--- src/rtl/mac_learn_arbiter_pkg.sv ---
// ---------------------------------------------------------------------------
// mac_learn_arbiter_pkg
//   Shared constants for the source-address learn arbiter and its picker.
//   - MODE_RR / MODE_FIXED : arbitration mode encodings for pMODE
//   - DEFAULT_*            : default port count, SA width and drop-counter width
//   - idx_width()          : index width for a given port count (never below 1)
// ---------------------------------------------------------------------------
package mac_learn_arbiter_pkg;

    localparam int MODE_RR          = 0;
    localparam int MODE_FIXED       = 1;

    localparam int DEFAULT_PORT_NUM = 4;
    localparam int DEFAULT_MAC_W    = 48;
    localparam int DEFAULT_DROP_W   = 8;

    // Width of a port index; a single port still needs one bit to be legal.
    function automatic int idx_width(input int n);
        return (n > 1) ? $clog2(n) : 1;
    endfunction

endpackage : mac_learn_arbiter_pkg

--- src/rtl/mac_rr_picker.sv ---
// ---------------------------------------------------------------------------
// mac_rr_picker
//   Combinational work-conserving picker over a request vector.
//   Ports:
//     i_req     in   pN       request vector (one bit per full holding slot)
//     i_start   in   pIDX_W   round-robin start index (ignored in fixed mode)
//     i_mode    in   1        0 = round-robin from i_start, 1 = lowest index wins
//     o_found   out  1        at least one request present
//     o_winner  out  pIDX_W   index of the chosen request
//   The wrapped search from i_start is done as mask-then-priority-encode:
//   requests at or above the start index are tried first; if none, the
//   lowest request overall wins, which is exactly the wrap-around case.
// ---------------------------------------------------------------------------
module mac_rr_picker
    import mac_learn_arbiter_pkg::*;
#(
    parameter int pN     = DEFAULT_PORT_NUM,
    parameter int pIDX_W = idx_width(pN)
) (
    input  logic [pN-1:0]     i_req,
    input  logic [pIDX_W-1:0] i_start,
    input  logic              i_mode,
    output logic              o_found,
    output logic [pIDX_W-1:0] o_winner
);

    logic [pIDX_W-1:0] start_eff;
    logic [pN-1:0]     upper_req;
    logic              upper_found;
    logic              lower_found;
    logic [pIDX_W-1:0] upper_idx;
    logic [pIDX_W-1:0] lower_idx;

    always_comb begin
        // NOTE: every variable gets a default before any conditional update,
        // otherwise paths that skip an assignment infer a latch.
        start_eff   = i_mode ? '0 : i_start;
        upper_req   = '0;
        upper_found = 1'b0;
        lower_found = 1'b0;
        upper_idx   = '0;
        lower_idx   = '0;

        for (int i = 0; i < pN; i++) begin
            if (pIDX_W'(i) >= start_eff) begin
                upper_req[i] = i_req[i];
            end
        end

        // Scan downward so the last hit written is the lowest index.
        for (int i = pN - 1; i >= 0; i--) begin
            if (upper_req[i]) begin
                upper_found = 1'b1;
                upper_idx   = pIDX_W'(i);
            end
            if (i_req[i]) begin
                lower_found = 1'b1;
                lower_idx   = pIDX_W'(i);
            end
        end

        o_found  = lower_found;
        o_winner = upper_found ? upper_idx : lower_idx;
    end

endmodule : mac_rr_picker

--- src/rtl/mac_learn_arbiter.sv ---
// ---------------------------------------------------------------------------
// mac_learn_arbiter
//   Collects learned source addresses from each port into a one-entry holding
//   slot per port, picks one full slot per cycle (round-robin or fixed
//   priority) and presents {port, SA} to the MAC table writer over valid/ready.
//   Ports:
//     iclk        in   1                   clock
//     irst_n      in   1                   synchronous active-low reset
//     i_sa_valid  in   pPORT_NUM           per-port strobe: SA available
//     i_sa_data   in   pPORT_NUM*pMAC_W    flattened SAs, port k at [k*pMAC_W +: pMAC_W]
//     i_ready     in   1                   table writer accepts current output
//     o_valid     out  1                   output entry valid
//     o_port_num  out  idx_width(pPORT_NUM) source port of output entry
//     o_sa        out  pMAC_W              SA of output entry
//     o_grant     out  pPORT_NUM           one-hot pulse: slot freed by this load
//     o_drop_cnt  out  pPORT_NUM*pDROP_W   flattened saturating drop counters
// ---------------------------------------------------------------------------
module mac_learn_arbiter
    import mac_learn_arbiter_pkg::*;
#(
    parameter int  pPORT_NUM = DEFAULT_PORT_NUM,
    parameter int  pMAC_W    = DEFAULT_MAC_W,
    parameter int  pMODE     = MODE_RR,
    parameter int  pDROP_W   = DEFAULT_DROP_W,
    localparam int pIDX_W    = idx_width(pPORT_NUM)
) (
    input  logic                          iclk,
    input  logic                          irst_n,
    input  logic [pPORT_NUM-1:0]          i_sa_valid,
    input  logic [pPORT_NUM*pMAC_W-1:0]   i_sa_data,
    input  logic                          i_ready,
    output logic                          o_valid,
    output logic [pIDX_W-1:0]             o_port_num,
    output logic [pMAC_W-1:0]             o_sa,
    output logic [pPORT_NUM-1:0]          o_grant,
    output logic [pPORT_NUM*pDROP_W-1:0]  o_drop_cnt
);

    // Holding slots
    logic [pPORT_NUM-1:0] slot_full_q, slot_full_d;
    logic [pMAC_W-1:0]    slot_sa_q [pPORT_NUM];
    logic [pPORT_NUM-1:0] capture;

    // Drop counters
    logic [pDROP_W-1:0]   drop_cnt_q [pPORT_NUM];
    logic [pDROP_W-1:0]   drop_cnt_d [pPORT_NUM];

    // Round-robin pointer
    logic [pIDX_W-1:0]    ptr_q, ptr_d;
    logic [pIDX_W:0]      ptr_inc;

    // Output register
    logic                 valid_q, valid_d;
    logic [pIDX_W-1:0]    port_q, port_d;
    logic [pMAC_W-1:0]    sa_q, sa_d;
    logic [pPORT_NUM-1:0] grant_q, grant_d;

    // Arbitration
    logic                 load;
    logic                 found;
    logic [pIDX_W-1:0]    winner;

    mac_rr_picker #(
        .pN     (pPORT_NUM),
        .pIDX_W (pIDX_W)
    ) u_picker (
        .i_req    (slot_full_q),
        .i_start  (ptr_q),
        .i_mode   (pMODE == MODE_FIXED),
        .o_found  (found),
        .o_winner (winner)
    );

    // The output register accepts a new entry whenever it is empty or being
    // drained this cycle, and there is something to send.
    assign load = (!valid_q || i_ready) && found;

    always_comb begin
        // NOTE: combinational logic uses blocking assignments so later
        // statements see the updated values; registers below use <= only.
        grant_d = '0;
        if (load) begin
            grant_d[winner] = 1'b1;
        end

        for (int k = 0; k < pPORT_NUM; k++) begin
            // A slot freed this cycle can take a new SA at the same edge.
            capture[k]     = i_sa_valid[k] && (!slot_full_q[k] || grant_d[k]);
            slot_full_d[k] = capture[k] || (slot_full_q[k] && !grant_d[k]);

            drop_cnt_d[k] = drop_cnt_q[k];
            if (i_sa_valid[k] && slot_full_q[k] && !grant_d[k]
                && (drop_cnt_q[k] != '1)) begin
                drop_cnt_d[k] = drop_cnt_q[k] + pDROP_W'(1);
            end
        end

        // Increment one bit wider so pPORT_NUM itself is representable,
        // then wrap; this works for non-power-of-two port counts.
        ptr_inc = {1'b0, winner} + (pIDX_W + 1)'(1);
        ptr_d   = ptr_q;
        if (load && (pMODE == MODE_RR)) begin
            ptr_d = (ptr_inc == (pIDX_W + 1)'(pPORT_NUM)) ? '0 : ptr_inc[pIDX_W-1:0];
        end

        valid_d = valid_q;
        port_d  = port_q;
        sa_d    = sa_q;
        if (load) begin
            valid_d = 1'b1;
            port_d  = winner;
            sa_d    = slot_sa_q[winner];
        end else if (i_ready) begin
            valid_d = 1'b0;
        end
    end

    always_ff @(posedge iclk) begin
        if (!irst_n) begin
            slot_full_q <= '0;
            ptr_q       <= '0;
            valid_q     <= 1'b0;
            port_q      <= '0;
            sa_q        <= '0;
            grant_q     <= '0;
            for (int k = 0; k < pPORT_NUM; k++) begin
                drop_cnt_q[k] <= '0;
            end
        end else begin
            slot_full_q <= slot_full_d;
            ptr_q       <= ptr_d;
            valid_q     <= valid_d;
            port_q      <= port_d;
            sa_q        <= sa_d;
            grant_q     <= grant_d;
            for (int k = 0; k < pPORT_NUM; k++) begin
                drop_cnt_q[k] <= drop_cnt_d[k];
            end
        end
    end

    // NOTE: SA storage has no reset; contents only matter while the slot's
    // full flag is set, and that flag is reset.
    always_ff @(posedge iclk) begin
        for (int k = 0; k < pPORT_NUM; k++) begin
            if (capture[k]) begin
                slot_sa_q[k] <= i_sa_data[k*pMAC_W +: pMAC_W];
            end
        end
    end

    always_comb begin
        o_drop_cnt = '0;
        for (int k = 0; k < pPORT_NUM; k++) begin
            o_drop_cnt[k*pDROP_W +: pDROP_W] = drop_cnt_q[k];
        end
    end

    assign o_valid    = valid_q;
    assign o_port_num = port_q;
    assign o_sa       = sa_q;
    assign o_grant    = grant_q;

endmodule : mac_learn_arbiter

--- config.mk ---
export PLATFORM = sky130hd
export DESIGN_NAME = mac_learn_arbiter
export DESIGN_NICKNAME = d
export VERILOG_FILES = /design/src/rtl/mac_learn_arbiter_pkg.sv /design/src/rtl/mac_rr_picker.sv /design/src/rtl/mac_learn_arbiter.sv
export SDC_FILE = /design/constraint.sdc
export NUM_CORES = 1
export LEC_CHECK = 0
export CAP_MARGIN = 10
export CORE_UTILIZATION = 53
export DETAILED_ROUTE_END_ITERATION = 7
export HOLD_SLACK_MARGIN = 0.15
export PLACE_DENSITY_LB_ADDON = 0.3
export SYNTH_ARGS = -nofsm -noshare
export SYNTH_HDL_FRONTEND = slang
export SYNTH_SLANG_ARGS = --single-unit
--- constraint.sdc ---
create_clock -name iclk -period 8.5 [get_ports iclk]
set_input_delay 2.55 -clock iclk [delete_from_list [all_inputs] [get_ports iclk]]
set_output_delay 2.55 -clock iclk [all_outputs]
set_load 0.02 [all_outputs]
==> out/summary.md <==
The flow ran to the end, and the final reports show no timing, DRC or antenna violations. The number of global-route vias before repair is 7906. The total area inside the core boundary comes to 20300 um^2.

Of the available clock period, the critical path in the final layout requires 58.3%. Once layout is done, the placed cells without fillers occupy 15200 um^2. The flip-flop and latch count after synthesis is 285, and the average size of a mapped cell is 13.7 um^2. The worst-case IR drop observed on VDD is 0.000200 V. The tools report the number of top-level design ports as 286.

The required time reported for the critical path endpoint was 8950 ps; the initial antenna violation count was 1. The area growth from synthesis to layout is 37.5%. Setup violations remaining at the end of the flow were counted as 0. The run gives 21400 um^2 as the area of the die. The pin count of the biggest net entering global routing is 97.

The first global-routing pass estimated 42.4 mm of wire. For the residual antenna-violating net count after detailed routing, the log shows 0. The power density over the cells is 245 nW/um^2. For this run, the number of Yosys warnings is 0. Among all flip-flop cells after synthesis, the most frequent one is sky130_fd_sc_hd__edfxtp_1. Of the total power, combinational logic draws 17.5%.

From left edge to right edge, the die measures 146 um. Before CTS, the worst setup slack after placement is 3020 ps. The HPWL after detailed placement is 17.1 mm. At the worst endpoint, the arrival time is 5400 ps. The post-route setup TNS is 0 ps, and the maximum root-to-sink buffer count is 3.

The number of buffer cells added on primary ports works out to 285. The tool flagged a number of max-cap violations equal to 0. The logs give 1 for the maximum level of the CTS H-tree and 5 for the length of the first detailed-routing pass in iterations.

The run gives 3550 ps as the least setup slack across all paths after layout. The leakage power total was 5.72 nW; the peak fanout along the critical path was 48. For the total routed wire length on the met1 layer, the log shows 10.8 mm.

The average via count per standard cell was 5.48. The part of the Yosys area used for sequential elements was 69.1%; the highest achievable clock rate was 202 MHz. The worst setup path is captured at a flip-flop. Clock tree synthesis selected as its root buffer the cell sky130_fd_sc_hd__clkbuf_16. The leading cell type by number of instances after synthesis is sky130_fd_sc_hd__edfxtp_1. The initialized floorplan defines 52 standard-cell rows. Buffers added to address setup during post-CTS repair amount to 0. The clock reaches the later pin of the worst-skew pair after 540 ps. After clock tree synthesis, the clock-pin slew on the worst setup and hold paths is 60 ps.

The clock network burns 37.3% of the power. The net count of the finished layout is 1292. In the synthesized netlist, the cells that appear most often are sky130_fd_sc_hd__edfxtp_1, sky130_fd_sc_hd__dfxtp_1, sky130_fd_sc_hd__nand2_1. The number of buffers added by the clock tree synthesis step is 30, and the flip-flop and latch area is 7630 um^2. The clock sink count is 285.

In this run switching power makes up 25.0% of total power. The number of hold buffers added after CTS was 0. For this run the aggregate overflow at the end of global routing stands at 0.

For this run, asynchronously set or reset flops after synthesis account for 0%. The tightest min-delay check is of the flip-flop to flip-flop type. In the final routed layout, each cell accounts on average for 19.9 um.

The number of remaining DRC errors is 0, and the final estimated routing congestion in global placement is 0.816. The run gives 11000 um^2 as the synthesized cell area. In this run, flip-flops and latches consume 45.2% of the power. sky130_fd_sc_hd__edfxtp_1 takes more of the synthesized area than any other cell. The net count of the mapped netlist was 1015. Highest routing layer actually used: met5.

Summed over all nets, wire length on met2 after detailed routing comes to 13.7 mm. The number of enable-type register cells in the synthesized netlist is 192, and the diode insertion count for antenna repair is 0. Summed over all layers, the routed wires come to 27.4 mm.

The number of hold violations in the final report was 0; the final number of max-transition violations was 0. Ranked by total cell area, the synthesized netlist is headed by sky130_fd_sc_hd__edfxtp_1, sky130_fd_sc_hd__dfxtp_1, sky130_fd_sc_hd__mux2i_1. Summed over its instances, the top area cell type makes up 52.2% of the synthesized netlist area. TritonCTS built the clock tree. Cells with a size suffix above 1 make up 6.49% of the layout. The number of distinct library cells after synthesis was 38; the height of the die was 146 um.

Setup repair after global routing left no endpoint under its margin. The post-cts resize count was 0; the initial detailed-routing violation count was 341. The clock period could shrink to 4950 ps. The kind of critical path is input pin to flip-flop. Cell internal power was estimated by the tool at 2.79 mW. Synthesis produced a netlist whose cell count is 808. Fill cells in the final layout number 1338.

The transition at the pin with the smallest max-transition slack is 1090 ps, and the switching power is 0.929 mW. Once the floorplan was initialized, standard cells occupied 54.4% of the core. The area used by multi-input combinational logic is 3200 um^2, and the post-place instance area is 14100 um^2.

Clock skew on the completed layout was measured at 8.61 ps. For the relative max-transition margin, the log shows 27.2%. The kind of launch point of the worst setup path is an input pin. For this run, the total global-route usage over all layers was measured as 25.7%.

The total via count after detailed routing was 7558; the met3 wire length was 1.91 mm.
-- final timing paths --
kind                  start         endpoint  slack, ps  cells past startpoint
min                o_sa[36]         o_sa[36]        480                      2
min reg2reg        o_sa[36]         o_sa[36]        480                      2
max                 i_ready         o_sa[41]       3550                      6
max reg2reg  slot_full_q[0]  slot_sa_q[2][3]       4890                      7
-- power groups by stage --
stage | Combinational [mW] | Sequential, mW | Clock (mW)
2_1_floorplan | 0.288 | 1.77 | 0
3_3_place_gp | 0.636 | 1.70 | 0
3_5_place_dp | 0.652 | 1.71 | 0
4_1_cts | 0.657 | 1.68 | 1.40
5_1_grt | 0.695 | 1.69 | 1.46
6_report | 0.652 | 1.68 | 1.39
-- metrics by stage --
step | std cells | utilization, % | total power, mW | hold slack, ps
global placement | 1323 | 69.6 | 2.34 | 461
global route | 1379 | 74.8 | 3.85 | 498
detailed placement | 1323 | 69.6 | 2.36 | 471
finish | 1379 | 74.8 | 3.72 | 478
floorplan | 808 | - | 2.06 | 521
CTS | 1379 | 74.8 | 3.74 | 484
-- per-layer routing --
layer	global-route usage, %	up-vias
met4	10.0	2
met2	45.0	268
met3	6.25	63
li1	-	3579
met1	30.5	3646
met5	0	-
-- worst max-delay path: stages --
cell and delay [ps]:
sky130_fd_sc_hd__clkdlybuf4s50_1 480, sky130_fd_sc_hd__inv_1 40, sky130_fd_sc_hd__a21oi_1 820, sky130_fd_sc_hd__o311a_2 1090, sky130_fd_sc_hd__o21ai_1 230, sky130_fd_sc_hd__o211ai_1 170
-- layout make-up --
cell class | instances | share of cell area (%)
Sequential cell | 285 | 50.2
Multi-Input combinational cell | 465 | 21.1
Timing Repair Buffer | 294 | 19.2
Clock buffer | 35 | 5.34
Tap cell | 270 | 2.22
Clock inverter | 21 | 1.71
Inverter | 9 | 0.222
-- logic make-up (layout without fill, tap and decap cells) --
kind of cell	Yosys count	count (layout)	share of synthesized area, %
xor gates and xnor gates	15	15	1.19
AOI/OAI and AO/OA	176	176	10.8
and+or+nand+nor	202	202	9.86
adders and majority gates	8	8	0.906
buffers and inverters	58	359	2.40
DFF	285	285	69.1
muxes	64	64	5.80
-- cell usage in the layout, fill, tap and decap left out, drive strengths merged, types with 15 or more instances in the layout --
| cell | instances |
|---|---|
| a21boi | 54 |
| and2 | 17 |
| and3 | 63 |
| clkbuf | 35 |
| clkdlybuf4s50 | 285 |
| dfxtp | 93 |
| edfxtp | 192 |
| mux2i | 64 |
| nand2 | 69 |
| nand4 | 15 |
| o211ai | 48 |
| o21ai | 54 |
-- registers in the layout, summed over array words and instances, names as in the netlist --
signal	flops
slot_sa_q	192
o_sa	48
drop_cnt_q	32
o_grant	4
slot_full_q	4
o_port_num	2
ptr_q	2
o_valid	1
Power figures use the tool's default switching activity.
